`src/rtl/cpu_pkg.sv`:
```
// Shared CPU definitions: opcodes, writeback condition codes, controller
// states and cpu_status encodings.
package cpu_pkg;

    localparam logic [4:0] OPC_NOP  = 5'd0;
    localparam logic [4:0] OPC_LOAD = 5'd1;
    localparam logic [4:0] OPC_ADD  = 5'd2;

    localparam logic [2:0] COND_NEVER  = 3'd0;
    localparam logic [2:0] COND_ALWAYS = 3'd1;
    localparam logic [2:0] COND_Z      = 3'd2;
    localparam logic [2:0] COND_NZ     = 3'd3;
    localparam logic [2:0] COND_GE     = 3'd4;
    localparam logic [2:0] COND_LT     = 3'd5;

    localparam logic [7:0] CPU_ST_RUN   = 8'h01;
    localparam logic [7:0] CPU_ST_FLUSH = 8'h02;
    localparam logic [7:0] CPU_ST_HALT  = 8'h04;

    typedef enum logic [1:0] {
        ST_FLUSH = 2'd0,
        ST_RUN   = 2'd1,
        ST_HALT  = 2'd2
    } state_t;

    // Z lives in status[0], LT in status[2]; codes 6/7 never fire.
    function automatic logic cond_true(input logic [2:0] cond, input logic [7:0] status);
        logic ok;
        ok = 1'b0;
        case (cond)
            COND_ALWAYS: ok = 1'b1;
            COND_Z:      ok = status[0];
            COND_NZ:     ok = ~status[0];
            COND_GE:     ok = ~status[2];
            COND_LT:     ok = status[2];
            default:     ok = 1'b0;
        endcase
        return ok;
    endfunction

endpackage

```
`src/rtl/wb_regfile.sv`:
```
// General-purpose register file: NREGS entries, two async reads, one sync
// write; indices at or above NREGS read as zero and ignore writes.
module wb_regfile #(
    parameter int DATA_W = 32,
    parameter int RIDX_W = 4,
    parameter int NREGS  = 14
) (
    input  logic              clk,
    input  logic              nRst,
    input  logic              i_we,
    input  logic [RIDX_W-1:0] i_waddr,
    input  logic [DATA_W-1:0] i_wdata,
    input  logic [RIDX_W-1:0] i_ra_a,
    input  logic [RIDX_W-1:0] i_ra_b,
    output logic [DATA_W-1:0] o_rd_a,
    output logic [DATA_W-1:0] o_rd_b
);

    logic [DATA_W-1:0] r_regs [NREGS];

    always_ff @(posedge clk) begin
        if (nRst) begin
            for (int unsigned i = 0; i < NREGS; i++) r_regs[i] <= '0;
        end else if (i_we && (int'(i_waddr) < NREGS)) begin
            r_regs[i_waddr] <= i_wdata;
        end
    end

    assign o_rd_a = (int'(i_ra_a) < NREGS) ? r_regs[i_ra_a] : '0;
    assign o_rd_b = (int'(i_ra_b) < NREGS) ? r_regs[i_ra_b] : '0;

endmodule

```
`src/rtl/writeback_ctrl.sv`:
```
// Writeback stage controller: register/PC/OVF writes, hazard stall, flush/halt FSM.
// Define WRITEBACK_CTRL_FORWARD_EN to replace RAW stalls with a registered forward path.
module writeback_ctrl
    import cpu_pkg::*;
#(
    parameter int DATA_W    = 32,
    parameter int RIDX_W    = 4,
    parameter int PC_W      = 12,
    parameter int FLUSH_CYC = 1
) (
    input  logic              clk,
    input  logic              nRst,
    input  logic              wb_valid,
    input  logic [4:0]        wb_opc,
    input  logic [RIDX_W-1:0] wb_rc,
    input  logic [2:0]        wb_cond,
    input  logic              wb_cmp,
    input  logic [DATA_W-1:0] alu_res,
    input  logic [DATA_W-1:0] alu_ovf,
    input  logic [7:0]        alu_status,
    input  logic [DATA_W-1:0] mem_rdata,
    input  logic              ex_valid,
    input  logic [RIDX_W-1:0] ex_ra,
    input  logic [RIDX_W-1:0] ex_rb,
    input  logic              ex_imb,
    input  logic              halt_req,
    input  logic [RIDX_W-1:0] rd_a,
    input  logic [RIDX_W-1:0] rd_b,
    output logic [DATA_W-1:0] rd_data_a,
    output logic [DATA_W-1:0] rd_data_b,
    output logic [DATA_W-1:0] fwd_data,
    output logic [1:0]        fwd_en,
    output logic              stall,
    output logic              flush,
    output logic [PC_W-1:0]   pc,
    output logic [7:0]        cpu_status
);

    localparam int                NREGS      = (1 << RIDX_W) - 2;
    localparam logic [RIDX_W-1:0] PC_IDX     = RIDX_W'(NREGS);
    localparam logic [RIDX_W-1:0] OVF_IDX    = RIDX_W'(NREGS + 1);
    localparam logic [2:0]        FLUSH_LOAD = 3'(FLUSH_CYC - 1);

    state_t            r_state, w_state_nxt;
    logic [2:0]        r_flush_cnt, w_flush_cnt_nxt;
    logic [PC_W-1:0]   r_pc;
    logic [DATA_W-1:0] r_ovf;
    logic [7:0]        r_status;

    logic              w_run, w_we, w_pc_wr, w_ovf_wr, w_raw, w_ra_hz, w_rb_hz;
    logic [DATA_W-1:0] w_wval, w_rf_a, w_rf_b;

    assign w_run    = (r_state == ST_RUN);
    assign w_we     = w_run && wb_valid &&
                      ((wb_opc == OPC_LOAD) || ((wb_opc != OPC_NOP) && cond_true(wb_cond, r_status)));
    assign w_wval   = (wb_opc == OPC_LOAD) ? mem_rdata : alu_res;
    assign w_pc_wr  = w_we && (wb_rc == PC_IDX);
    assign w_ovf_wr = w_we && (wb_rc == OVF_IDX);
    assign w_ra_hz  = (ex_ra == PC_IDX) || (ex_ra == OVF_IDX);
    assign w_rb_hz  = !ex_imb && ((ex_rb == PC_IDX) || (ex_rb == OVF_IDX));

`ifdef WRITEBACK_CTRL_FORWARD_EN
    logic [DATA_W-1:0] r_fwd_data;
    logic [1:0]        r_fwd_en;

    assign w_raw = 1'b0;

    always_ff @(posedge clk) begin
        if (nRst) begin
            r_fwd_data <= '0;
            r_fwd_en   <= '0;
        end else begin
            r_fwd_data <= w_wval;
            if (!w_we)                              r_fwd_en <= 2'b00;
            else if (ex_ra == wb_rc)                r_fwd_en <= 2'b01;
            else if (!ex_imb && (ex_rb == wb_rc))   r_fwd_en <= 2'b10;
            else                                    r_fwd_en <= 2'b00;
        end
    end

    assign fwd_data = r_fwd_data;
    assign fwd_en   = r_fwd_en;
`else
    assign w_raw    = w_we && ((ex_ra == wb_rc) || (!ex_imb && (ex_rb == wb_rc)));
    assign fwd_data = '0;
    assign fwd_en   = '0;
`endif

    always_ff @(posedge clk) begin
        if (nRst) begin
            r_state     <= ST_FLUSH;
            r_flush_cnt <= FLUSH_LOAD;
        end else begin
            r_state     <= w_state_nxt;
            r_flush_cnt <= w_flush_cnt_nxt;
        end
    end

    always_comb begin
        w_state_nxt     = r_state;
        w_flush_cnt_nxt = r_flush_cnt;
        stall           = 1'b0;
        flush           = 1'b0;
        cpu_status      = CPU_ST_FLUSH;
        case (r_state)
            ST_FLUSH: begin
                flush = 1'b1;
                if (r_flush_cnt == 3'd0) w_state_nxt = ST_RUN;
                else                     w_flush_cnt_nxt = r_flush_cnt - 3'd1;
            end
            ST_RUN: begin
                cpu_status = CPU_ST_RUN;
                stall = ex_valid && (w_ra_hz || w_rb_hz || (wb_cmp && w_we) || w_raw);
                // halt wins over the flush a PC write would otherwise start
                if (halt_req) begin
                    w_state_nxt = ST_HALT;
                end else if (w_pc_wr) begin
                    w_state_nxt     = ST_FLUSH;
                    w_flush_cnt_nxt = FLUSH_LOAD;
                end
            end
            ST_HALT: begin
                cpu_status = CPU_ST_HALT;
                stall      = 1'b1;
            end
            default: w_state_nxt = ST_FLUSH;
        endcase
    end

    always_ff @(posedge clk) begin
        if (nRst) begin
            r_pc     <= '0;
            r_ovf    <= '0;
            r_status <= '0;
        end else if (w_run) begin
            if (w_pc_wr)     r_pc <= w_wval[PC_W-1:0];
            else if (!stall) r_pc <= r_pc + 1'b1;

            if (w_ovf_wr)
                r_ovf <= w_wval;
            else if (wb_valid && (wb_opc != OPC_LOAD) && (wb_rc != OVF_IDX))
                r_ovf <= alu_ovf;

            if (wb_valid && wb_cmp) r_status <= alu_status;
        end
    end

    wb_regfile #(
        .DATA_W (DATA_W),
        .RIDX_W (RIDX_W),
        .NREGS  (NREGS)
    ) u_regfile (
        .clk     (clk),
        .nRst    (nRst),
        .i_we    (w_we),
        .i_waddr (wb_rc),
        .i_wdata (w_wval),
        .i_ra_a  (rd_a),
        .i_ra_b  (rd_b),
        .o_rd_a  (w_rf_a),
        .o_rd_b  (w_rf_b)
    );

    always_comb begin
        rd_data_a = w_rf_a;
        if (rd_a == PC_IDX)       rd_data_a = DATA_W'(r_pc);
        else if (rd_a == OVF_IDX) rd_data_a = r_ovf;
    end

    always_comb begin
        rd_data_b = w_rf_b;
        if (rd_b == PC_IDX)       rd_data_b = DATA_W'(r_pc);
        else if (rd_b == OVF_IDX) rd_data_b = r_ovf;
    end

    assign pc = r_pc;

endmodule

```
`config.mk`:
```
export PLATFORM = sky130hd
export DESIGN_NAME = writeback_ctrl
export DESIGN_NICKNAME = d
export VERILOG_FILES = /design/src/rtl/cpu_pkg.sv /design/src/rtl/wb_regfile.sv /design/src/rtl/writeback_ctrl.sv
export SDC_FILE = /design/constraint.sdc
export NUM_CORES = 1
export LEC_CHECK = 0
export BUFFER_PORTS_ARGS = -buffer_cell sky130_fd_sc_hd__buf_2
export CAP_MARGIN = 0
export CORE_ASPECT_RATIO = 0.75
export CORE_MARGIN = 3
export CORE_UTILIZATION = 55
export CTS_BUF_LIST = sky130_fd_sc_hd__clkbuf_8 sky130_fd_sc_hd__clkbuf_16
export CTS_CLUSTER_SIZE = 40
export DETAILED_ROUTE_END_ITERATION = 8
export GPL_TIMING_DRIVEN = 0
export PLACE_DENSITY = 0.75
export SYNTH_ARGS = -nofsm -noshare
export SYNTH_HDL_FRONTEND = slang
export SYNTH_SLANG_ARGS = --single-unit
```
`constraint.sdc`:
```
create_clock -name clk -period 3.35 [get_ports clk]
set_clock_uncertainty 0.1 [all_clocks]
set_input_delay 0.5025 -clock clk [delete_from_list [all_inputs] [get_ports clk]]
set_output_delay 0.5025 -clock clk [all_outputs]
set_load 0.005 [all_outputs]
```
==> impl_metrics.yaml <==
pwr:
  powerDensity_nw_per_um2: 487.8
  p_leak_nw: 13.24
  ir_drop_mv: 0.4493
  p_total_w: 0.01645
floorplan:
  dieArea_sq_um: 54650
  die_y_microns: 203.2
  ios: 259
  die_w_microns: 268.9
  core-area_sq_um: 50720
  initial_utilization: 0.5622
  num_rows: 71
global_route:
  use_met2: 0.5740
  grt_usage: 0.4054
  use_met1: 0.5034
  antenna_found_initial: 2
  top_usage_layer: "met2"
  grt_max_degree: 24
  gr-total-overflow: 0
  use_met3: 0.2220
  grt_pass1_wl_microns: 155300
  grt_pass1_vias: 23058
synthesis:
  yosysMostFrequentCell: "edfxtp_1"
  synth-seq-area-share: 0.5497
  syn_avg_cell_area_sq_um: 13.14
  synthTopCellsByCount: "edfxtp_1, nor2_1, mux4_2"
  ys.flop_type: "edfxtp_1"
  synth_top_area_share: 0.5139
  yosys.area_share.simple: 0.1045
  synthMuxAreaShare: 0.2424
  synth_edf_count: 488
  yosys.area.top_type: "edfxtp_1"
  synthXorXnorAreaFrac: 0.002457
  synth_top_family_by_area: "multiplexers"
  synthArstFlopShare: 0
  ys_warn_count: 0
  syn_area_sq_um: 28520
  ys_types: 53
  yosys-top-cells-area: "edfxtp_1, mux4_2, nor2_1"
  synth-compound-area-share: 0.05256
  netlist_instances: 2171
  synth-seq-cells: 539
  synthAdderAreaFrac: 0.002633
timing:
  fin_ws_ns: -0.2054
  slew_viol_final: 10
  worst_pin_slew_ns: 1.502
  hold_viol_final: 0
  setup_viol: 24
  maxSlewHeadroom: -0.03010
  period_minus_slack_ns: 3.555
  max_freq_mhz: 281.3
  timing.final.crit_share: 1.061
  rsz0062_at_grt: "true"
run:
  cap_violations: 2
route:
  drt_wl_total_microns: 112800
  post_drt_wl_per_cell_microns: 34.42
  route.detailed.drc: 0
  vias: 23785
  dr.pass1.iters: 7
  viasPerCell: 7.256
  first_iter_violations: 5106
  postRouteAntennaNets: 0
setup_path:
  worstSetupPathType: "in -> out"
  arrival_ns: 2.95
  r2r_slack_ns: -0.02
  worstSetupStartpointType: "primary input"
  timing.rr.start: "r_state[1]"
  r2r_end: "u_regfile.r_regs[2][31]"
  critPathRequiredTime_ns: 2.75
  end_kind: "output pin"
  reg2regPathDepth: 12
  crit_fanout: 10
final_layout:
  multiInputGateArea_sq_um: 12240
  nets: 2685
  fillers: 3468
  ff_latch_area_sq_um: 15680
  drive_gt1_frac: 0.3200
  area_delta_synth_final_pct: 18.27
cts:
  clock_sinks: 539
  ctsLongestPathBuffers: 3
  htree_levels: 2
  clk_latency_ns: 0.63
  cts_buffers: 53
  clkTransAtPathRegs_ns: 0.06
  cts_root_buf: "clkbuf_16"
  cts_tree: "done"
place:
  pre_cts_slack_ns: -1.108
  dp_hpwl_microns: 74630
  place_congestion: 0.9866
  port_buffers: 203
min_path:
  min_from: "alu_status[2]"
  min_path_type: "in -> reg"
  whs_endpoint: "r_status[2]"
  hold_depth: 3
status:
  violations: "max-capacitance violations, max-slew violations, negative setup slack"
  outcome: "complete, but fails checks"
-- where the power goes --
part           internal, W  switching, W  leakage, nW  total [W]
Sequential         0.00759      0.000174         5.43    0.00776
Clock              0.00353       0.00273        0.937    0.00627
Combinational     0.000960       0.00146         6.88    0.00242
Total               0.0121       0.00437         13.2     0.0165
-- sequential cells by signal, indices dropped and copies added, names as in the netlist --
signal	cells
r_ovf	32
r_status	2
r_flush_cnt	3
r_state	2
u_regfile.r_regs	488
pc	12
-- per-layer routing --
layer | up-vias | wire [microns]
li1 | 8824 | -
met4 | 10 | 8350
met2 | 2805 | 46520
met1 | 11442 | 34830
met5 | - | 227
met3 | 704 | 22890
-- layout by cell type, fill, tap and decap left out, types with 6 or more instances in the layout --
cell type and instances:
clkbuf_2 34, inv_1 52, mux2i_1 85, clkbuf_16 57, nor2_1 481, nand3_1 34, buf_4 73, buf_2 254
o21ai_0 48, ha_1 6, nor3_1 8, nand2_2 8, nand2_4 7, a211oi_1 16, clkbuf_8 7, dfxtp_1 51
o22ai_1 19, nand2_8 9, mux4_2 258, buf_16 8, clkinv_2 9, a21oi_1 66, and3_1 7, conb_1 79
nor2b_1 8, a211oi_2 8, mux2_2 17, nand2_1 144, nand4_1 6, edfxtp_1 488, buf_6 16, clkbuf_1 51
clkbuf_4 19, xor2_1 8, o221ai_1 6, buf_12 10, and2_1 10, bufinv_16 6, o211ai_1 37
-- worst max-delay path: stages --
cell and delay [ns]:
buf_2 0.14, clkbuf_1 0.72, nand3_1 0.44, clkbuf_2 0.47, a21oi_1 0.36, a211oi_2 0.12, buf_2 0.19
-- worst max path at each step --
stage / startpoint / end / slack, ns / cells after the start
6_report: rd_a[3] / rd_data_a[16] / -0.21 / 7
5_1_grt: rd_a[3] / rd_data_a[16] / -0.14 / 7
4_1_cts: r_state[1] / u_regfile.r_regs[0][6] / -0.1 / 12
3_5_place_dp: rd_a[1] / rd_data_a[16] / -1.11 / 8
3_3_place_gp: wb_opc[1] / u_regfile.r_regs[2][12] / -1.82 / 9
2_1_floorplan: r_state[1] / u_regfile.r_regs[0][0] / 0.20 / 11
-- cell type report --
class	instances	share of cell area
antenna	1	0.00007420
timing repair buffer	235	0.04674
multi-input combinational	1437	0.3629
inverter	35	0.003932
tap	693	0.02571
clock buffer	60	0.04285
clock inverter	39	0.009682
sequential	539	0.4648
buffer	239	0.04337
-- kinds of logic (layout without fill, tap and decap cells) --
family	after synthesis	in the layout
simple gates	738	740
flops	539	539
mux	366	366
buf+inv	275	608
compound gates	238	238
xor+xnor	8	8
fa+ha+maj	6	6
other cells	1	80
-- timing repair --
item	CTS	global route
buffers inserted	10	6
pin swaps	1	1
gates resized for setup	153	89
cloned	0	4
endpoints found under the setup margin	502	447
hold buffers	0	0
-- through the flow --
stage               hold slack [ns]  instance area [sq um]  TNS [ns]  utilization  std cells
global placement             0.3443                  30690   -759.65       0.6051       3145
floorplan                    0.3323                  28810         0            -       2249
CTS                         0.02441                  33370    -2.524       0.6578       3267
global route                0.05051                  33720    -3.988       0.6649       3277
finish                      0.01275                  33730    -1.736       0.6649       3278
detailed placement           0.3477                  31050   -262.04       0.6122       3159
No activity file was read; power rests on OpenSTA's default activity.
